### config.mk
export PLATFORM = sky130hd
export DESIGN_NAME = dmem_arbiter
export DESIGN_NICKNAME = d
export VERILOG_FILES = /design/src/rtl/dmem_pkg.sv /design/src/rtl/dmem_addr_decode.sv /design/src/rtl/dmem_arbiter.sv
export SDC_FILE = /design/constraint.sdc
export NUM_CORES = 1
export LEC_CHECK = 0
export ABC_AREA = 1
export BUFFER_PORTS_ARGS = -buffer_cell sky130_fd_sc_hd__buf_2
export CAP_MARGIN = 40
export CORE_AREA = 2 2 117 119
export CTS_CLUSTER_DIAMETER = 50
export DETAILED_ROUTE_END_ITERATION = 10
export DIE_AREA = 0 0 119 121
export SLEW_MARGIN = 40
export SYNTH_ARGS = -nofsm -noshare
export SYNTH_HDL_FRONTEND = slang
export SYNTH_SLANG_ARGS = --single-unit
export TNS_END_PERCENT = 50
### constraint.sdc
create_clock -name clk -period 5 [get_ports clk]
set_input_delay 0.25 -clock clk [delete_from_list [all_inputs] [get_ports clk]]
set_output_delay 0.25 -clock clk [all_outputs]
set_load 0.01 [all_outputs]
### src/rtl/dmem_pkg.sv
// Shared types and constants for the data-memory arbiter: owner encoding,
// address classes and the address-class helper.
package dmem_pkg;

  localparam int         RAM_WORDS_BIT = 9;
  localparam logic [3:0] MMIO_TAG      = 4'h4;

  typedef enum logic [1:0] {
    OWN_NONE = 2'd0,
    OWN_CPU  = 2'd1,
    OWN_DBG  = 2'd2
  } owner_e;

  typedef enum logic [1:0] {
    AC_RAM      = 2'd0,
    AC_MMIO     = 2'd1,
    AC_UNMAPPED = 2'd2
  } addr_class_e;

  // RAM takes precedence so low addresses never alias into the MMIO check.
  function automatic addr_class_e addr_class(input logic [31:0] addr,
                                             input int          ram_words_bit,
                                             input logic [3:0]  mmio_tag);
    if ((addr >> (ram_words_bit + 2)) == 32'd0) return AC_RAM;
    if (addr[31:28] == mmio_tag)                return AC_MMIO;
    return AC_UNMAPPED;
  endfunction

endpackage

### src/rtl/dmem_addr_decode.sv
// Combinational decode of the winning requester's address into RAM / MMIO /
// unmapped, plus a single mapped flag for strobe gating.
module dmem_addr_decode
  import dmem_pkg::*;
#(
  parameter int         RAM_WORDS_BIT = dmem_pkg::RAM_WORDS_BIT,
  parameter logic [3:0] MMIO_TAG      = dmem_pkg::MMIO_TAG
) (
  input  logic [31:0]  addr,
  output addr_class_e  aclass,
  output logic         mapped
);

  assign aclass = addr_class(addr, RAM_WORDS_BIT, MMIO_TAG);
  assign mapped = (aclass != AC_UNMAPPED);

endmodule

### src/rtl/dmem_arbiter.sv
// Two-port (cpu / dbg) arbiter in front of the single-port data memory:
// locked dbg bursts, starvation guard for dbg, 1-cycle registered read return.
//
//   state    | meaning
//   OWN_NONE | bus idle last cycle; no burst in progress
//   OWN_CPU  | cpu was granted last cycle
//   OWN_DBG  | dbg was granted last cycle; dbg_lock keeps it
module dmem_arbiter
  import dmem_pkg::*;
#(
  parameter int         ADDR_W        = 32,
  parameter int         DATA_W        = 32,
  parameter int         RAM_WORDS_BIT = dmem_pkg::RAM_WORDS_BIT,
  parameter logic [3:0] MMIO_TAG      = dmem_pkg::MMIO_TAG,
  parameter int         MAX_WAIT      = 8
) (
  input  logic              clk,
  input  logic              reset,
  input  logic              cpu_req,
  input  logic              cpu_we,
  input  logic [ADDR_W-1:0] cpu_addr,
  input  logic [DATA_W-1:0] cpu_wdata,
  output logic              cpu_gnt,
  output logic              cpu_stall,
  output logic              cpu_rvalid,
  output logic [DATA_W-1:0] cpu_rdata,
  input  logic              dbg_req,
  input  logic              dbg_we,
  input  logic [ADDR_W-1:0] dbg_addr,
  input  logic [DATA_W-1:0] dbg_wdata,
  input  logic              dbg_lock,
  output logic              dbg_gnt,
  output logic              dbg_rvalid,
  output logic [DATA_W-1:0] dbg_rdata,
  output logic              err,
  output logic              MemRead,
  output logic              MemWrite,
  output logic [ADDR_W-1:0] Address,
  output logic [DATA_W-1:0] Write_data,
  input  logic [DATA_W-1:0] Read_data
);

  localparam int             CNT_W      = (MAX_WAIT > 1) ? $clog2(MAX_WAIT) : 1;
  localparam logic [CNT_W-1:0] STARVE_MAX = CNT_W'(MAX_WAIT - 1);

  owner_e            owner, winner;
  logic [CNT_W-1:0]  starve_cnt;
  logic              sel_we;
  logic [ADDR_W-1:0] sel_addr;
  logic [DATA_W-1:0] sel_wdata;
  addr_class_e       aclass;
  logic              mapped;
  logic              cpu_rd, dbg_rd;
  logic [DATA_W-1:0] rd_data;

  always_ff @(posedge clk) begin
    if (reset) owner <= OWN_NONE;
    else       owner <= winner;
  end

  always_comb begin
    winner = OWN_NONE;
    if (owner == OWN_DBG && dbg_lock && dbg_req) winner = OWN_DBG;
    else if (dbg_req && starve_cnt == STARVE_MAX) winner = OWN_DBG;
    else if (cpu_req)                             winner = OWN_CPU;
    else if (dbg_req)                             winner = OWN_DBG;
  end

  always_comb begin
    sel_we    = 1'b0;
    sel_addr  = '0;
    sel_wdata = '0;
    case (winner)
      OWN_CPU: begin
        sel_we    = cpu_we;
        sel_addr  = cpu_addr;
        sel_wdata = cpu_wdata;
      end
      OWN_DBG: begin
        sel_we    = dbg_we;
        sel_addr  = dbg_addr;
        sel_wdata = dbg_wdata;
      end
      default: ;
    endcase
  end

  dmem_addr_decode #(
    .RAM_WORDS_BIT (RAM_WORDS_BIT),
    .MMIO_TAG      (MMIO_TAG)
  ) u_decode (
    .addr   (sel_addr),
    .aclass (aclass),
    .mapped (mapped)
  );

  assign cpu_gnt    = (winner == OWN_CPU);
  assign dbg_gnt    = (winner == OWN_DBG);
  assign cpu_stall  = cpu_req & ~cpu_gnt;
  assign MemRead    = (winner != OWN_NONE) & ~sel_we;
  assign MemWrite   = sel_we & mapped;
  assign Address    = sel_addr;
  assign Write_data = sel_wdata;

  assign cpu_rd  = cpu_gnt & ~sel_we;
  assign dbg_rd  = dbg_gnt & ~sel_we;
  // Only RAM returns real data; MMIO and unmapped reads answer zero.
  assign rd_data = (aclass == AC_RAM) ? Read_data : '0;

  always_ff @(posedge clk) begin
    if (reset) begin
      starve_cnt <= '0;
      cpu_rvalid <= 1'b0;
      cpu_rdata  <= '0;
      dbg_rvalid <= 1'b0;
      dbg_rdata  <= '0;
      err        <= 1'b0;
    end else begin
      if (!dbg_req || dbg_gnt)          starve_cnt <= '0;
      else if (starve_cnt != STARVE_MAX) starve_cnt <= starve_cnt + CNT_W'(1);
      cpu_rvalid <= cpu_rd;
      if (cpu_rd) cpu_rdata <= rd_data;
      dbg_rvalid <= dbg_rd;
      if (dbg_rd) dbg_rdata <= rd_data;
      err <= (winner != OWN_NONE) & ~mapped;
    end
  end

endmodule

Word-level counts from Yosys, hierarchy flattened. Index checks and enable logic that the tools add are counted.

Bits in registers: 72. Word-level logic and storage cells: 48. Input bits: 167.

Add/subtract/negate cells: 1. Reductions and logical operators: 9. Bitwise gates (word level): 9. Equal/unequal tests: 7. Mux-type cells: 15.

Operators by type and width (number): case mux 32 bit (2 select lines) (2); logical NOT 32 bit (1); two-way mux 32 bit (1); two-way mux 2 bit (8); AND 1 bit (6); equality test 2 bit (second input constant) (2); equality test 4 x 3 -> 1 bit (second input constant) (1); adder 3 x 1 -> 3 bit (second input constant) (1); equality test 3 bit (second input constant) (1); logical AND 1 bit (3); two-way mux 1 bit (3); != test 3 bit (second input constant) (1); NOT 1 bit (3); equality test 2 x 1 -> 1 bit (second input constant) (1); logical NOT 2 bit (1); != test 2 bit (second input constant) (1); case mux 1 bit (2 select lines) (1); nonzero test 2 bit (1); OR reduction 2 bit (1); logical NOT 1 bit (1); logical OR 1 bit (1).

Depth between registers and ports, before layout.
Depth in word-level cells: 14. Depth in mapped cells: 14.

Modules after synthesis. A second synthesis with hierarchy kept.

Cells, all modules: 637. Area total of the unflattened synthesis: 4172.8 um2.

Modules (own cells, without submodules): dmem_arbiter (instances 1, area an instance 4066.4 um2, cells each 611, sequential area each 1441.4 um2); dmem_addr_decode (instances 1, area an instance 106.4 um2, cells each 26, sequential area each 0.0 um2).

Worst setup path before layout. OpenSTA, ideal clock, no wires.

Path kind: reg-to-output. Start point: reg starve_cnt[0]. End point: out MemWrite. Arrival: 2104 ps. Slack: 2646 ps. Stages on the path, launching flop included: 13. Path through: dfxtp_1 -> ha_1 -> ha_1 -> o21ai_1 -> nand2_4 -> buf_6 -> nand2_1 -> nand2_1 -> nor2_1 -> nand2_2 -> nor2_8 -> nand3_1 -> a21boi_0.

Cells in the longest elaborated chain, start to end: 13. Elaborated cells between the ends (all ways): 18. Classes of those cells: eq/ne: 5; mux: 10; bitwise: 1; reduce/logical: 2.

RTL lines: from (decl) (RTL line dmem_arbiter.sv:47) `logic [CNT_W-1:0] starve_cnt;`; from (signal assigned) (RTL line dmem_arbiter.sv:120) `else if (starve_cnt != STARVE_MAX) starve_cnt <= starve_cnt + CNT_W'(1);`; equality test 3 bit * (RTL line dmem_arbiter.sv:64) `else if (dbg_req && starve_cnt == STARVE_MAX) winner = OWN_DBG;`; logical AND 1 bit * (RTL line dmem_arbiter.sv:64); two-way mux 2 bit * (RTL line dmem_arbiter.sv:64); two-way mux 2 bit * (RTL line dmem_arbiter.sv:63) `if (owner == OWN_DBG && dbg_lock && dbg_req) winner = OWN_DBG;`; equality test 2 bit / equality test 2 x 1 -> 1 bit (equally long branches) (RTL line dmem_arbiter.sv:73) `case (winner)`; case mux 32 bit (2 select lines) * (RTL line dmem_arbiter.sv:73); named net Address[31] (RTL line dmem_arbiter.sv:38) `output logic [ADDR_W-1:0] Address,`; equality test 4 x 3 -> 1 bit (RTL line dmem_pkg.sv:25) `if (addr[31:28] == mmio_tag) return AC_MMIO;`; two-way mux 1 bit (2 in series) (RTL line dmem_pkg.sv:25); two-way mux 2 bit (RTL line dmem_pkg.sv:26) `return AC_UNMAPPED;`; two-way mux 2 bit * (RTL line dmem_pkg.sv:25); != test 2 bit * (RTL line dmem_addr_decode.sv:15) `assign mapped = (aclass != AC_UNMAPPED);`; AND 1 bit * (RTL line dmem_arbiter.sv:101) `assign MemWrite = sel_we & mapped;`; to (decl) (RTL line dmem_arbiter.sv:37) `output logic MemWrite,`.

The timed path passes the listed nets; every way through them passes the cells marked *. The select of a mux whose other input is x is not followed.

Worst setup path in the final report.
Start point: reg starve_cnt[0]. End point: out MemWrite.

Cells in the longest elaborated chain, start to end: 13. Elaborated cells between the ends (all ways): 18. Classes of those cells: eq/ne: 5; mux: 10; bitwise: 1; reduce/logical: 2.

RTL lines (RTL line): equality test 3 bit * (dmem_arbiter.sv:64); logical AND 1 bit * (dmem_arbiter.sv:64); two-way mux 2 bit * (dmem_arbiter.sv:64); two-way mux 2 bit * (dmem_arbiter.sv:63); equality test 2 bit / equality test 2 x 1 -> 1 bit (equally long branches) (dmem_arbiter.sv:73); case mux 32 bit (2 select lines) (dmem_arbiter.sv:73); equality test 4 x 3 -> 1 bit (dmem_pkg.sv:25); two-way mux 1 bit (2 in series) (dmem_pkg.sv:25); two-way mux 2 bit (dmem_pkg.sv:26); two-way mux 2 bit (dmem_pkg.sv:25); != test 2 bit (dmem_addr_decode.sv:15); AND 1 bit * (dmem_arbiter.sv:101).

Mark *: on every way between the ends. The rest lies on a longest branch, timed or not. The select of a mux whose other input is x is not followed.

==> impl_metrics.env <==
export IMPL_setup_violations_final=0
export IMPL_layout_nets=901
export IMPL_die_area_sq_mm=0.0144
export IMPL_post_cts_resized=0
export IMPL_die_h_um=121
export IMPL_start_util_pct=29.4
export IMPL_io_pins=303
export IMPL_finalHoldViolCount=0
export IMPL_vias_per_cell=4.87
export IMPL_grt_antenna_before_repair=4
export IMPL_fin_ws_ns=0.989
export IMPL_cellLeakagePower_nw=3.03
export IMPL_worstSetupPathType="reg -> out"
export IMPL_yosys_top_cells_area="dfxtp_1 (37%), a22o_1 (9.8%), nand4_2 (9.1%)"
export IMPL_insertion_delay_ns=0.32
export IMPL_tightest_slew_ns=0.717
export IMPL_multi_input_area_sq_mm=0.00205
export IMPL_cts_buffers_inserted=9
export IMPL_ant_nets=0
export IMPL_yosys_top_cells_count="dfxtp_1 (72), a21oi_1 (64), nand2_1 (52), o21ai_0 (46), a22o_1 (43)"
export IMPL_synthMostInstantiatedCell="dfxtp_1"
export IMPL_drt_iter0_drc=241
export IMPL_endpoint_kind="primary output"
export IMPL_finalNonFillerCells=914
export IMPL_grt_max_degree=68
export IMPL_syn_area_per_cell_sq_um=8.45
export IMPL_routabilityCongestion=0.956
export IMPL_ys_ff_latch=72
export IMPL_overflow=0
export IMPL_netlist_area_leader_share_pct=37.4
export IMPL_yosysTopAreaCell="dfxtp_1"
export IMPL_tns_ns=0
export IMPL_route_detailed_drc=0
export IMPL_syn_cell_area_sq_mm=0.00385
export IMPL_dr_pass1_iters=4
export IMPL_grt_total_usage_pct=21.5
export IMPL_synth_yosys_seq_area_share_pct=37.4
export IMPL_post_place_cells=897
export IMPL_grt_pass1_wl_mm=23.8
export IMPL_wl_mm=15.9
export IMPL_dieWidth_um=119
export IMPL_vias=4449
export IMPL_cap_violations=0
export IMPL_core_area_sq_mm=0.0131
export IMPL_htree_levels=3
export IMPL_syn_inst=456
export IMPL_drive_above_1_share_pct=50.9
export IMPL_cts_hold_fix_buffers=0
export IMPL_relSlewSlack_pct=52.2
export IMPL_max_freq_ghz=0.249
export IMPL_min_delay_path_class="in -> reg"
export IMPL_arrival_ns=3.76
export IMPL_skew_ns=0.00704
export IMPL_cts_tree="done"
export IMPL_ir_drop_mv=0.167
export IMPL_clockBufferDepth=2
export IMPL_cts_sinks=72
export IMPL_maxSlewViolCount=0
export IMPL_synth_edf_count=0
export IMPL_status="finished clean"
export IMPL_synth_ff_type="dfxtp_1"
export IMPL_synth_nets=625
export IMPL_post_drt_wl_per_cell_um=17.4
export IMPL_p_total_mw=1.64
export IMPL_post_cts_setup_buffer_count=0
export IMPL_power_density_mw_per_mm2=290
export IMPL_cp_max_fo=52
export IMPL_fin_crit_ns=4.01
export IMPL_rows=42
export IMPL_seqCellArea_sq_mm=0.00144
export IMPL_postLayoutCoreUtil_pct=43.3
export IMPL_clk_pin_slew_worst_paths_ns=0.06
export IMPL_fill_cells=1343
export IMPL_area_growth_syn_to_layout_pct=47.1
export IMPL_cp_start_kind="flop"
export IMPL_cts_root_buf="clkbuf_16"
export IMPL_synth_async_reset_ratio_pct=0
export IMPL_grt_pass1_vias=4395
export IMPL_ys_types=35
export IMPL_yosys_warnings=0
export IMPL_port_buffers=302
export IMPL_period_share_pct=80.2
export IMPL_dp_slack_ns=1.48
export IMPL_hpwlAfterDp_mm=12.3
export IMPL_grt_setup_unrepaired="false"
export IMPL_crit_required_ns=4.75
[through the flow]
stage / instance area [sq um] / hold slack [ns]
after floorplan: 3850 / 0.322
after global placement: 5350 / 0.448
after detailed placement: 5350 / 0.470
after CTS: 5650 / 0.163
after global routing: 5660 / 0.176
final: 5660 / 0.177
[routing by layer]
metal  track usage, %  vias to the layer above  share of wire (%)
li1                 -                     2183                  -
met1             26.5                     2061                 42
met2             36.4                      179                 49
met3             5.03                       22                6.6
met4             7.89                        4                2.3
met5                0                        -               0.17
[state kept, by name, summed over array words and instances, names as in the netlist]
name / cells
cpu_rvalid: 1
dbg_rvalid: 1
err: 1
owner: 2
starve_cnt: 3
dbg_rdata: 32
cpu_rdata: 32
[worst max-delay path, cell delays in order, from the launching register on]
cell and delay, ns:
dfxtp_1 0.36, ha_1 0.17, ha_1 0.31, a21oi_4 0.20, nand2_8 0.15, clkinv_2 0.54, nand2_1 0.23, nand2_1 0.10
nor2_1 0.14, nand2_2 0.10, nor2_8 0.57, nand3_1 0.19, a21boi_0 0.19, buf_2 0.16
[logic make-up after synthesis]
group / synth area share (%)
simple gates: 23.3
fa+ha+maj: 0.650
compound gates: 28.8
flops: 37.4
buf+inv: 9.62
xor+xnor: 0.227
[power by group]
part	total (mW)	switching, mW	internal, mW
logic	0.371	0.216	0.154
clock network	0.649	0.249	0.400
registers	0.624	0.0161	0.608
[layout by cell type, fill, tap and decap left out, drive strengths merged, types with 12 or more instances in the layout]
| cell type | count |
|---|---|
| buf | 306 |
| dfxtp | 72 |
| a21oi | 67 |
| nand2 | 63 |
| o21ai | 57 |
| a22o | 43 |
| nand4 | 32 |
| inv | 25 |
| nor2 | 23 |
| nand3 | 14 |
| o21a | 12 |
[final cells by class]
| class | instances | area share (%) |
|---|---|---|
| Sequential cell | 72 | 25.4 |
| Antenna cell | 1 | 0.0442 |
| Timing Repair Buffer | 306 | 27.2 |
| Inverter | 27 | 1.88 |
| Clock inverter | 6 | 1.17 |
| Tap cell | 176 | 3.89 |
| Multi-Input combinational cell | 316 | 36.1 |
| Clock buffer | 10 | 4.22 |
[worst paths after layout]
check                                    from             to  slack (ns)  cells past startpoint
worst max register to register  starve_cnt[0]  dbg_rdata[31]        1.59                     12
worst min register to register  starve_cnt[2]  starve_cnt[2]        0.48                      2
worst min-delay path                    reset            err        0.18                      2
worst max-delay path            starve_cnt[0]       MemWrite        0.99                     13
Note: power is estimated with default switching activity, not from simulation.
